## config.mk

```make
export PLATFORM = sky130hd
export DESIGN_NAME = alu_arbiter
export DESIGN_NICKNAME = d
export VERILOG_FILES = /design/src/rtl/alu_arbiter.sv
export SDC_FILE = /design/constraint.sdc
export NUM_CORES = 1
export LEC_CHECK = 0
export ABC_CLOCK_PERIOD_IN_PS = 3300
export CORE_ASPECT_RATIO = 0.8
export CORE_MARGIN = 2
export CORE_UTILIZATION = 40
export DETAILED_ROUTE_END_ITERATION = 10
export HOLD_SLACK_MARGIN = 0.08
export PLACE_DENSITY = 0.9
export SYNTH_ARGS = -nofsm -noshare
export SYNTH_HDL_FRONTEND = slang
export SYNTH_SLANG_ARGS = --single-unit
```

## constraint.sdc

```tcl
create_clock -name clk_i -period 3.3 [get_ports clk_i]
set_clock_uncertainty 0.15 [all_clocks]
set_input_delay 0.66 -clock clk_i [delete_from_list [all_inputs] [get_ports clk_i]]
set_output_delay 0.66 -clock clk_i [all_outputs]
set_load 0.01 [all_outputs]
```

## src/rtl/alu_arbiter.sv

```systemverilog
// -----------------------------------------------------------------------------
// alu_arbiter
//
// Shares one DW-bit ALU between two requesters:
//   req0 is the core decode stage.
//   req1 is a helper engine, for example a PARCMP/MNABS scan loop.
//
// Pipeline, one operation per cycle:
//   - Stage 1 (issue register) drives the ALU operand/opcode outputs.
//   - Stage 2 (response register) captures the ALU result for the requester
//     that issued. Accept at edge T, rspN_valid_o high in the cycle after T+1.
//
// Arbitration (default build):
//   - Fixed priority to req0.
//   - A starvation counter forces a req1 grant once req1 has waited
//     STARVE_LIMIT consecutive eligible cycles.
//
// Optional feature macro: ARB_ROUND_ROBIN_EN
//   When defined, fixed priority and the starvation counter are replaced by
//   a 1-bit round-robin pointer that favours req0 out of reset.
//
// Carry and HALT state:
//   - Each requester owns a private carry flag, fed to the ALU overflow input
//     while that requester's op is in the issue stage. It is updated from the
//     ALU overflow output for ADD and SLL only.
//   - A requester that issues HALT is locked out (ready low) until reset.
//
// Ports:
//   clk_i, reset_i                  clock, synchronous active-high reset
//   reqN_valid_i / reqN_ready_o     request handshake (ready = combinational grant)
//   reqN_op_i, reqN_rs_i, reqN_rt_i,
//   reqN_cpsr_i, reqN_cnt_i         request opcode and operands
//   rspN_valid_o                    one-cycle result strobe
//   rspN_result_o, rspN_branch_o    captured ALU result/branch, held between strobes
//   haltN_o                         requester N has issued HALT
//   alu_op_o, alu_rs_o, alu_rt_o,
//   alu_cpsr_o, alu_cnt_o, alu_ovf_o  to the ALU (all zero when no op is issued)
//   alu_result_i, alu_branch_i,
//   alu_ovf_i                       from the ALU
// -----------------------------------------------------------------------------
module alu_arbiter #(
  parameter int DW           = 8,
  parameter int OPW          = 4,
  parameter int STARVE_LIMIT = 4
) (
  input  logic           clk_i,
  input  logic           reset_i,

  input  logic           req0_valid_i,
  output logic           req0_ready_o,
  input  logic [OPW-1:0] req0_op_i,
  input  logic [DW-1:0]  req0_rs_i,
  input  logic [DW-1:0]  req0_rt_i,
  input  logic [DW-1:0]  req0_cpsr_i,
  input  logic [DW-1:0]  req0_cnt_i,

  input  logic           req1_valid_i,
  output logic           req1_ready_o,
  input  logic [OPW-1:0] req1_op_i,
  input  logic [DW-1:0]  req1_rs_i,
  input  logic [DW-1:0]  req1_rt_i,
  input  logic [DW-1:0]  req1_cpsr_i,
  input  logic [DW-1:0]  req1_cnt_i,

  output logic           rsp0_valid_o,
  output logic [DW:0]    rsp0_result_o,
  output logic           rsp0_branch_o,
  output logic           rsp1_valid_o,
  output logic [DW:0]    rsp1_result_o,
  output logic           rsp1_branch_o,

  output logic           halt0_o,
  output logic           halt1_o,

  output logic [OPW-1:0] alu_op_o,
  output logic [DW-1:0]  alu_rs_o,
  output logic [DW-1:0]  alu_rt_o,
  output logic [DW-1:0]  alu_cpsr_o,
  output logic [DW-1:0]  alu_cnt_o,
  output logic           alu_ovf_o,
  input  logic [DW:0]    alu_result_i,
  input  logic           alu_branch_i,
  input  logic           alu_ovf_i
);

  localparam logic [OPW-1:0] OP_ADD  = OPW'(3);
  localparam logic [OPW-1:0] OP_SLL  = OPW'(5);
  localparam logic [OPW-1:0] OP_HALT = OPW'(12);

  logic [1:0]     req_valid;
  logic [1:0]     elig;
  logic [1:0]     grant;
  logic [1:0]     halt_vec;
  logic [1:0]     carry_vec;
  logic           xfer;
  logic           xfer_id;

  logic [OPW-1:0] sel_op;
  logic [DW-1:0]  sel_rs;
  logic [DW-1:0]  sel_rt;
  logic [DW-1:0]  sel_cpsr;
  logic [DW-1:0]  sel_cnt;

  logic           iss_valid_reg;
  logic           iss_id_reg;
  logic [OPW-1:0] iss_op_reg;
  logic [DW-1:0]  iss_rs_reg;
  logic [DW-1:0]  iss_rt_reg;
  logic [DW-1:0]  iss_cpsr_reg;
  logic [DW-1:0]  iss_cnt_reg;

  assign req_valid = {req1_valid_i, req0_valid_i};

  // ---------------------------------------------------------------------------
  // Grant
  // ---------------------------------------------------------------------------
`ifdef ARB_ROUND_ROBIN_EN
  // Pointer names the requester preferred on the next contended cycle.
  logic rr_ptr_reg;

  always_comb begin
    grant = 2'b00;
    if (elig[0] && elig[1]) begin
      grant = rr_ptr_reg ? 2'b10 : 2'b01;
    end else if (elig[0]) begin
      grant = 2'b01;
    end else if (elig[1]) begin
      grant = 2'b10;
    end
  end

  always_ff @(posedge clk_i) begin
    if (reset_i) begin
      rr_ptr_reg <= 1'b0;
    end else if (xfer) begin
      rr_ptr_reg <= ~xfer_id;
    end
  end
`else
  localparam int             SW         = 4;
  localparam logic [SW-1:0]  STARVE_MAX = SW'(STARVE_LIMIT);

  logic [SW-1:0] starve_cnt_reg;

  always_comb begin
    grant = 2'b00;
    if ((starve_cnt_reg == STARVE_MAX) && elig[1]) begin
      grant = 2'b10;
    end else if (elig[0]) begin
      grant = 2'b01;
    end else if (elig[1]) begin
      grant = 2'b10;
    end
  end

  // Counts consecutive cycles req1 is eligible but loses arbitration.
  always_ff @(posedge clk_i) begin
    if (reset_i) begin
      starve_cnt_reg <= '0;
    end else if (elig[1] && !grant[1]) begin
      if (starve_cnt_reg != STARVE_MAX) begin
        starve_cnt_reg <= starve_cnt_reg + 1'b1;
      end
    end else begin
      starve_cnt_reg <= '0;
    end
  end
`endif

  assign xfer         = |grant;
  assign xfer_id      = grant[1];
  assign req0_ready_o = grant[0];
  assign req1_ready_o = grant[1];

  assign sel_op   = xfer_id ? req1_op_i   : req0_op_i;
  assign sel_rs   = xfer_id ? req1_rs_i   : req0_rs_i;
  assign sel_rt   = xfer_id ? req1_rt_i   : req0_rt_i;
  assign sel_cpsr = xfer_id ? req1_cpsr_i : req0_cpsr_i;
  assign sel_cnt  = xfer_id ? req1_cnt_i  : req0_cnt_i;

  // ---------------------------------------------------------------------------
  // Issue stage. Fields are zeroed on idle cycles so the ALU sees SMA with
  // zero operands whenever nothing is issued.
  // ---------------------------------------------------------------------------
  always_ff @(posedge clk_i) begin
    if (reset_i || !xfer) begin
      iss_valid_reg <= 1'b0;
      iss_id_reg    <= 1'b0;
      iss_op_reg    <= '0;
      iss_rs_reg    <= '0;
      iss_rt_reg    <= '0;
      iss_cpsr_reg  <= '0;
      iss_cnt_reg   <= '0;
    end else begin
      iss_valid_reg <= 1'b1;
      iss_id_reg    <= xfer_id;
      iss_op_reg    <= sel_op;
      iss_rs_reg    <= sel_rs;
      iss_rt_reg    <= sel_rt;
      iss_cpsr_reg  <= sel_cpsr;
      iss_cnt_reg   <= sel_cnt;
    end
  end

  assign alu_op_o   = iss_op_reg;
  assign alu_rs_o   = iss_rs_reg;
  assign alu_rt_o   = iss_rt_reg;
  assign alu_cpsr_o = iss_cpsr_reg;
  assign alu_cnt_o  = iss_cnt_reg;
  // Carry is read live from the flag, so an ADD issued right behind another
  // ADD from the same requester sees the carry written at the same edge.
  assign alu_ovf_o  = iss_valid_reg & carry_vec[iss_id_reg];

  // ---------------------------------------------------------------------------
  // Per-requester state: halt lock, carry flag, response register
  // ---------------------------------------------------------------------------
  genvar gi;
  generate
    for (gi = 0; gi < 2; gi++) begin : gen_req
      localparam logic ID = 1'(gi);

      logic          halt_reg;
      logic          carry_reg;
      logic          rsp_valid_reg;
      logic [DW:0]   rsp_result_reg;
      logic          rsp_branch_reg;
      logic          iss_hit;
      logic          carry_op;

      assign iss_hit       = iss_valid_reg && (iss_id_reg == ID);
      assign carry_op      = (iss_op_reg == OP_ADD) || (iss_op_reg == OP_SLL);
      assign elig[gi]      = req_valid[gi] & ~halt_reg;
      assign halt_vec[gi]  = halt_reg;
      assign carry_vec[gi] = carry_reg;

      always_ff @(posedge clk_i) begin
        if (reset_i) begin
          halt_reg       <= 1'b0;
          carry_reg      <= 1'b0;
          rsp_valid_reg  <= 1'b0;
          rsp_result_reg <= '0;
          rsp_branch_reg <= 1'b0;
        end else begin
          if (grant[gi] && (sel_op == OP_HALT)) begin
            halt_reg <= 1'b1;
          end
          rsp_valid_reg <= iss_hit;
          if (iss_hit) begin
            rsp_result_reg <= alu_result_i;
            rsp_branch_reg <= alu_branch_i;
            if (carry_op) begin
              carry_reg <= alu_ovf_i;
            end
          end
        end
      end
    end
  endgenerate

  assign halt0_o       = halt_vec[0];
  assign halt1_o       = halt_vec[1];
  assign rsp0_valid_o  = gen_req[0].rsp_valid_reg;
  assign rsp0_result_o = gen_req[0].rsp_result_reg;
  assign rsp0_branch_o = gen_req[0].rsp_branch_reg;
  assign rsp1_valid_o  = gen_req[1].rsp_valid_reg;
  assign rsp1_result_o = gen_req[1].rsp_result_reg;
  assign rsp1_branch_o = gen_req[1].rsp_branch_reg;

endmodule

```

== Word level (Yosys, flattened, before mapping) ==
Cells that the tools add are included.

* Order comparisons: 1
* Bitwise logic cells: 7
* Muxes and demuxes: 11
* $add $sub $neg: 1
* Equality and inequality tests: 5
* Reductions and logical operators: 14

{| class="wikitable"
|+ Operator list
! kind !! count
|-
| 8-bit 2-to-1 mux || 4
|-
| 4-bit by 3-bit == test with 1-bit output, second input constant || 2
|-
| 1-bit logical AND || 6
|-
| 2-bit 2-to-1 mux || 3
|-
| 4-bit by 1-bit adder with 4-bit output, second input constant || 1
|-
| 4-bit by 2-bit == test with 1-bit output, second input constant || 1
|-
| 4-bit == test, second input constant || 1
|-
| 4-bit 2-to-1 mux || 1
|-
| 4-bit by 3-bit != test with 1-bit output, second input constant || 1
|-
| 1-bit inverter || 4
|-
| 2-bit AND reduction || 2
|-
| 2-bit OR reduction || 2
|-
| 1-bit bitwise AND || 3
|-
| 1-bit 2-to-1 mux || 3
|-
| 1-bit logical NOT || 2
|-
| 1-bit logical OR || 2
|-
| 1-bit by 2-bit < comparator with 1-bit output, second input constant || 1
|}

* Register bits after elaboration: 68
* Logic and storage cells: 57
* Bits of input ports: 87
* Output and inout port bits: 63

== Longest topological paths before layout ==
* Word-level depth: 9
* Depth in mapped cells: 8
* Gate-level depth less buffers: 7

== Worst setup path before layout ==
No wires, ideal clock.

* Path kind: input -> output
* Start point: input port req1_valid_i
* End point: output port req1_ready_o
* Required time: 2.490 ns
* Buffers on the path: 1
* Stages on the path: 4
* Arrival: 1.276 ns
* Slack: 1.214 ns
* Cell sequence: nor2b_1 o21ai_4 inv_2 buf_4

* Word-level cells in the longest chain between the ends: 4
* Elaborated cells on any way between the ends: 5
* Classes of those cells: mux: 3; bitwise: 1; reduce/logical: 1

{| class="wikitable"
|+ RTL lines
! item !! RTL line !! text
|-
| start: declaration || 57 || <nowiki>input logic req1_valid_i,</nowiki>
|-
| 1-bit bitwise AND * || 232 || <nowiki>assign elig[gi] = req_valid[gi] & ~halt_reg;</nowiki>
|-
| 2-bit 2-to-1 mux || 151 || <nowiki>end else if (elig[1]) begin</nowiki>
|-
| 2-bit 2-to-1 mux || 149 || <nowiki>end else if (elig[0]) begin</nowiki>
|-
| 2-bit 2-to-1 mux * || 147 || <nowiki>if ((starve_cnt_reg == STARVE_MAX) && elig[1]) begin</nowiki>
|-
| end: declaration || 58 || <nowiki>output logic req1_ready_o,</nowiki>
|}

Mark *: on every way between the ends. The rest lies on a longest branch, timed or not.

== Worst setup path after layout ==
Same ends and word-level chain as after synthesis.

==> flow_metrics.tcl <==
set metrics [dict create \
    seq_area_frac_synth_pct 54.51 \
    areaGrowthSynthToFinish_pct 71.54 \
    htreeDepth 3 \
    syn-instance-count 305 \
    port-buffer-count 149 \
    fill_cells 453 \
    ir_drop_v 0.0002701 \
    cp_max_fo 2 \
    syn_area_mm2 0.002497 \
    crit_type "input port to primary output" \
    vias 2574 \
    drc 0 \
    dieArea_mm2 0.006895 \
    io-pin-count 150 \
    grt_max_degree 39 \
    min-delay-path-class "flop to flop" \
    first_pass_iters 5 \
    synth-edff-count 0 \
    worstPathArrival_ns 2.14 \
    finalNonFillerCells 537 \
    finalSetupViolCount 0 \
    power.density_mw_per_mm2 492.6 \
    cp_slowest_cell "clkdlybuf4s50_1" \
    worst_path_most_repeated_cell "clkdlybuf4s50_1" \
    setup.worst_path.start_class "input port" \
    ys_types 30 \
    path_clk_slew_ns 0.07 \
    path_buf_inv 3 \
    cts_buffers 9 \
    grt_pass1_vias 2387 \
    cts_setup_buffers 0 \
    cts_tree "yes" \
    cts-root-buf "clkbuf_8" \
    dpl.hpwl_um 5481 \
    grt_pass1_wl_um 11270 \
    gp_congestion 0.7468 \
    worst_slack_ns 0.3510 \
    synth.most_common_cell "nand2_1" \
    finalInstanceArea_mm2 0.004284 \
    synthFlopType "dfxtp_1" \
    yosys_warnings 0 \
    syn-num-nets 394 \
    tightestPinTransition_ns 0.7918 \
    critPathMaxStageDelay_ns 0.53 \
    drt_iter0_drc 115 \
    cp.required_ns 2.49 \
    max_freq_mhz 339.1 \
    hold_violations 0 \
    cp_top_family "buffers and inverters" \
    drive_gt1_share_pct 5.921 \
    placedInstanceArea_mm2 0.004014 \
    seq_area_mm2 0.001361 \
    antenna-diode-count 0 \
    die_h_um 74.68 \
    pre_cts_ws_ns 0.3605 \
    ant_nets 0 \
    rows 25 \
    end_kind "primary output" \
    multiInputGateArea_mm2 0.001011 \
    cts_sinks 68 \
    placed_cells 521 \
    antenna_found_initial 0 \
    routed_wl_um 7290 \
    syn-mean-instance-area_um2 8.188 \
    cts_buffer_depth 2 \
    clock_latency_ns 0.34 \
    holdBufCountCts 0 \
    final_nets 540 \
    maxCapViolations 0 \
    p_leak_nw 1.677 \
    setup_tns_ns 0 \
    synth-seq-cells 68 \
    groute.usage.overall_pct 21.12 \
    gr-total-overflow 0 \
    initial_core_util_pct 41.80 \
    viasPerCell 4.793 \
    maxSlewHeadroom_pct 47.10 \
    core-area_mm2 0.005974 \
    rsz0062_at_grt "false" \
    status "finished, final reports clean" \
    ys_async_sr_fraction_pct 0 \
    finalCritPeriodShare_pct 89.36 \
    cp_cell_sequence "clkdlybuf4s50_1, nor2b_1, o21ai_4, inv_2, clkdlybuf4s50_1" \
    total_power_mw 2.110 \
    post_cts_resized 0 \
    wl_per_cell_um 13.58 \
    synth_top_area_cell "dfxtp_1" \
    dieWidth_um 92.34 \
    yosysTopAreaCellShare_pct 54.51 \
    yosys-top-cells-count "nand2_1 (116), dfxtp_1 (68), a21oi_1 (55)" \
    drv_slew 0 \
    ys_top_cells_by_area "dfxtp_1 (55%), nand2_1 (17%), a21oi_1 (11%)" \
    min_period_ns 2.949 \
]
cell usage in the layout, fill, tap and decap left out, types with 9 or more instances in the layout:
cell               n
a21oi_1           55
clkdlybuf4s50_1  149
dfxtp_1           68
nor2_1            11
clkbuf_8           9
nand2_1          116
layer usage:
layer	track usage, %	wire (um)
met3	9.610	667
met5	0	0
met1	23.71	2813
met2	36.66	3724
met4	6.633	85
cells by family (layout without fill, tap and decap cells):
kind of cell / Yosys count / count (layout) / share of synthesized area, %
multiplexers: 3 / 3 / 1.202
AO/OA/AOI/OAI: 62 / 62 / 13.73
XOR/XNOR: 2 / 2 / 0.7015
flip-flops: 68 / 68 / 54.51
buffers and inverters: 23 / 174 / 5.010
AND/OR/NAND/NOR: 145 / 145 / 23.85
adder cells (fa/ha/maj): 2 / 2 / 1.002
final cells by class:
type | instances | share of cell area (%)
repair buffers | 153 | 35.51
clock buffers | 9 | 2.891
multi-input cells | 214 | 23.60
flip-flops and latches | 68 | 31.78
clock inverters | 7 | 3.417
well taps | 81 | 2.366
inverters | 5 | 0.4381
worst register-to-register path, stage by stage, from the launching register on:
cell      delay [ns]
dfxtp_1         0.39
inv_1           0.06
ha_1            0.22
and3b_1         0.23
o21ai_4         0.15
buf_4           0.39
a221oi_1        0.13
nor3_1          0.17
stage by stage:
stage / hold slack [ns] / util (%)
2_1_floorplan: 0.2797 / -
3_3_place_gp: 0.2917 / 67.18
3_5_place_dp: 0.2967 / 67.18
4_1_cts: 0.3075 / 71.71
5_1_grt: 0.3265 / 71.71
6_report: 0.3058 / 71.71
path summary, 6_finish.rpt:
kind | start | endpoint | slack (ns) | cells after the start
max | req1_valid_i | req1_ready_o | 0.35 | 5
min | rsp1_result_o[4] | rsp1_result_o[4] | 0.31 | 2
max reg2reg | starve_cnt_reg[0] | halt0_o | 1.34 | 7
min reg2reg | rsp1_result_o[4] | rsp1_result_o[4] | 0.31 | 2
power breakdown:
group,switching [mW],total [mW],internal (mW),leakage (nW)
Sequential,0.0160,0.877,0.861,0.558
Clock,0.333,0.918,0.585,0.134
Combinational,0.128,0.315,0.188,0.985
Total,0.477,2.11,1.63,1.68
(Power assumes the default switching activity.)
==> edit, RTL diff (same flow settings) <==
Add a define of `ARB_ROUND_ROBIN_EN`.
--- a/src/rtl/alu_arbiter.sv
+++ b/src/rtl/alu_arbiter.sv
@@ -38,6 +38,8 @@
 //   alu_result_i, alu_branch_i,
 //   alu_ovf_i                       from the ALU
 // -----------------------------------------------------------------------------
+`define ARB_ROUND_ROBIN_EN
+
 module alu_arbiter #(
   parameter int DW           = 8,
   parameter int OPW          = 4,
Behaviour: not the same (a bounded check fails within 4 cycles, from zero or initial values and one cycle with reset_i high).
==> edit against the unedited design <==
- area after synthesis up 0.40%
- final area decreased by 2.2%
- non-clock buffer count rose by 2
- power down 11%
- worst setup slack better by 0.076 ns
- highest routed layer unchanged
- register-to-register slack improved by 0.14 ns
- sequential cell count decreased by 3
- synthesized cell count fell by 3.6%
- routed wire length up 6.2%
- final cell count down 3.2%
==> edit: results (changes against the unedited design) <==
- Status: finished, final reports clean
- Remaining DRCs: 0 (unchanged)
- Post-synth cell types: 27 (-10%)
- Detailed Route Iter0 Violations: 131 (+14%)
- Critical path's top delay family: buffers and inverters
- I/O Buffers: 149 (unchanged)
- First-pass GRT wire length: 12.2 mm (+8.3%)
- Max-slew headroom: 46.4% (-0.70 points)
- Slowest stage delay, CP: 0.55 ns (+0.02 ns)
- Most frequent cells after synthesis: 65 x dfxtp_1, 57 x a21oi_1, 41 x nand2_1
- Antenna Violating Nets Remaining: 0 (unchanged)
- Routed wire length: 7.74 mm (+6.2%)
- Clk pin slew, worst setup/hold paths: 0.07 ns (about the same)
- Nets@finish: 521 (-3.5%)
- Slowest CP cell: clkdlybuf4s50_1
- DR vias/cell: 5.22 (+8.9%)
- Sequential fraction of the synthesis area: 51.9% (-2.6 points)
- Layout cell share with drive strength beyond 1: 5.92% (about the same)
- RePlAce Congestion: 0.773 (+3.5%)
- Vias in the first global route: 2590 (+8.5%)
- Initial antenna violation count: 0 (unchanged)
- Worst hold path class: reg -> reg
- TNS Setup: 0 ns (unchanged)
- Largest net degree at the start of global routing: 39 (unchanged)
- Hpwl dp: 5.63 mm (+2.6%)
- Ys async rst share: 0% (unchanged)
- Final Hold Fails: 0 (unchanged)
- Dominant cells by area after synthesis: dfxtp_1 52%, a21oi_1 11%, nand3_1 7.2%
- Largest fanout on the critical path: 4 (+2)
- Static leakage: 1.51 nW (-10%)
- Mapped Nets: 381 (-3.3%)
- CTS resizes: 0 (unchanged)
- GRT Util Overall: 22.5% (+1.4 points)
- First drt pass iteration count: 4 (-1)
- Worst EP arrival: 2.06 ns (-0.08 ns)
- Max rail drop VDD: 0.296 mV (+9.8%)
- N_diodes: 0 (unchanged)
edit: metrics by stage:
| step | cells | hold slack, ns | instance area (µm²) | power [mW] | setup WS (ns) |
|---|---|---|---|---|---|
| floorplan | 294 | 0.298 | 2510 | 1.01 | 1.28 |
| global placement | 504 | 0.291 | 3990 | 1.21 | 0.455 |
| detailed placement | 504 | 0.298 | 3990 | 1.22 | 0.435 |
| CTS | 520 | 0.309 | 4190 | 1.90 | 0.427 |
| global route | 520 | 0.330 | 4190 | 1.96 | 0.367 |
| finish | 520 | 0.309 | 4190 | 1.88 | 0.427 |
edit: logic make-up after synthesis:
group / after synthesis / share of synthesized area (%)
simple gates: 102 / 19.9
mux: 3 / 1.20
xor+xnor: 1 / 0.349
buf+inv: 27 / 6.89
flops: 65 / 51.9
compound gates: 96 / 19.8
edit: per-layer routing:
layer	GRT usage, %	routed length, µm	vias to the layer above
met1	25.1	3020	1263
met4	9.29	168	0
li1	-	-	1293
met2	39.3	3750	142
met5	0	0	-
met3	9.01	800	16
edit: worst paths after layout:
path,depth (start not counted),from,slack [ns],to
max reg2reg,4,halt0_o,1.48,alu_cpsr_o[6]
min,2,rsp1_result_o[6],0.31,rsp1_result_o[6]
max,4,req0_valid_i,0.43,req0_ready_o
min reg2reg,2,rsp1_result_o[6],0.31,rsp1_result_o[6]
edit: worst register-to-register path: stages, from the launching register on:
cell,delay [ns]
dfxtp_1,0.44
or3b_1,0.53
buf_4,0.35
nand3_1,0.12
a21oi_1,0.15
edit: final cells by class:
class / count / area (µm²)
tap: 81 / 101
sequential: 65 / 1300
clock inverter: 6 / 66.3
fill: 476 / 1790
clock buffer: 10 / 138
timing repair buffer: 155 / 1540
inverter: 1 / 3.75
multi-input combinational: 202 / 1040
edit: power breakdown:
group / switching (mW) / internal, mW
Clock: 0.307 / 0.372
Combinational: 0.151 / 0.204
Sequential: 0.0182 / 0.828
Total: 0.476 / 1.40
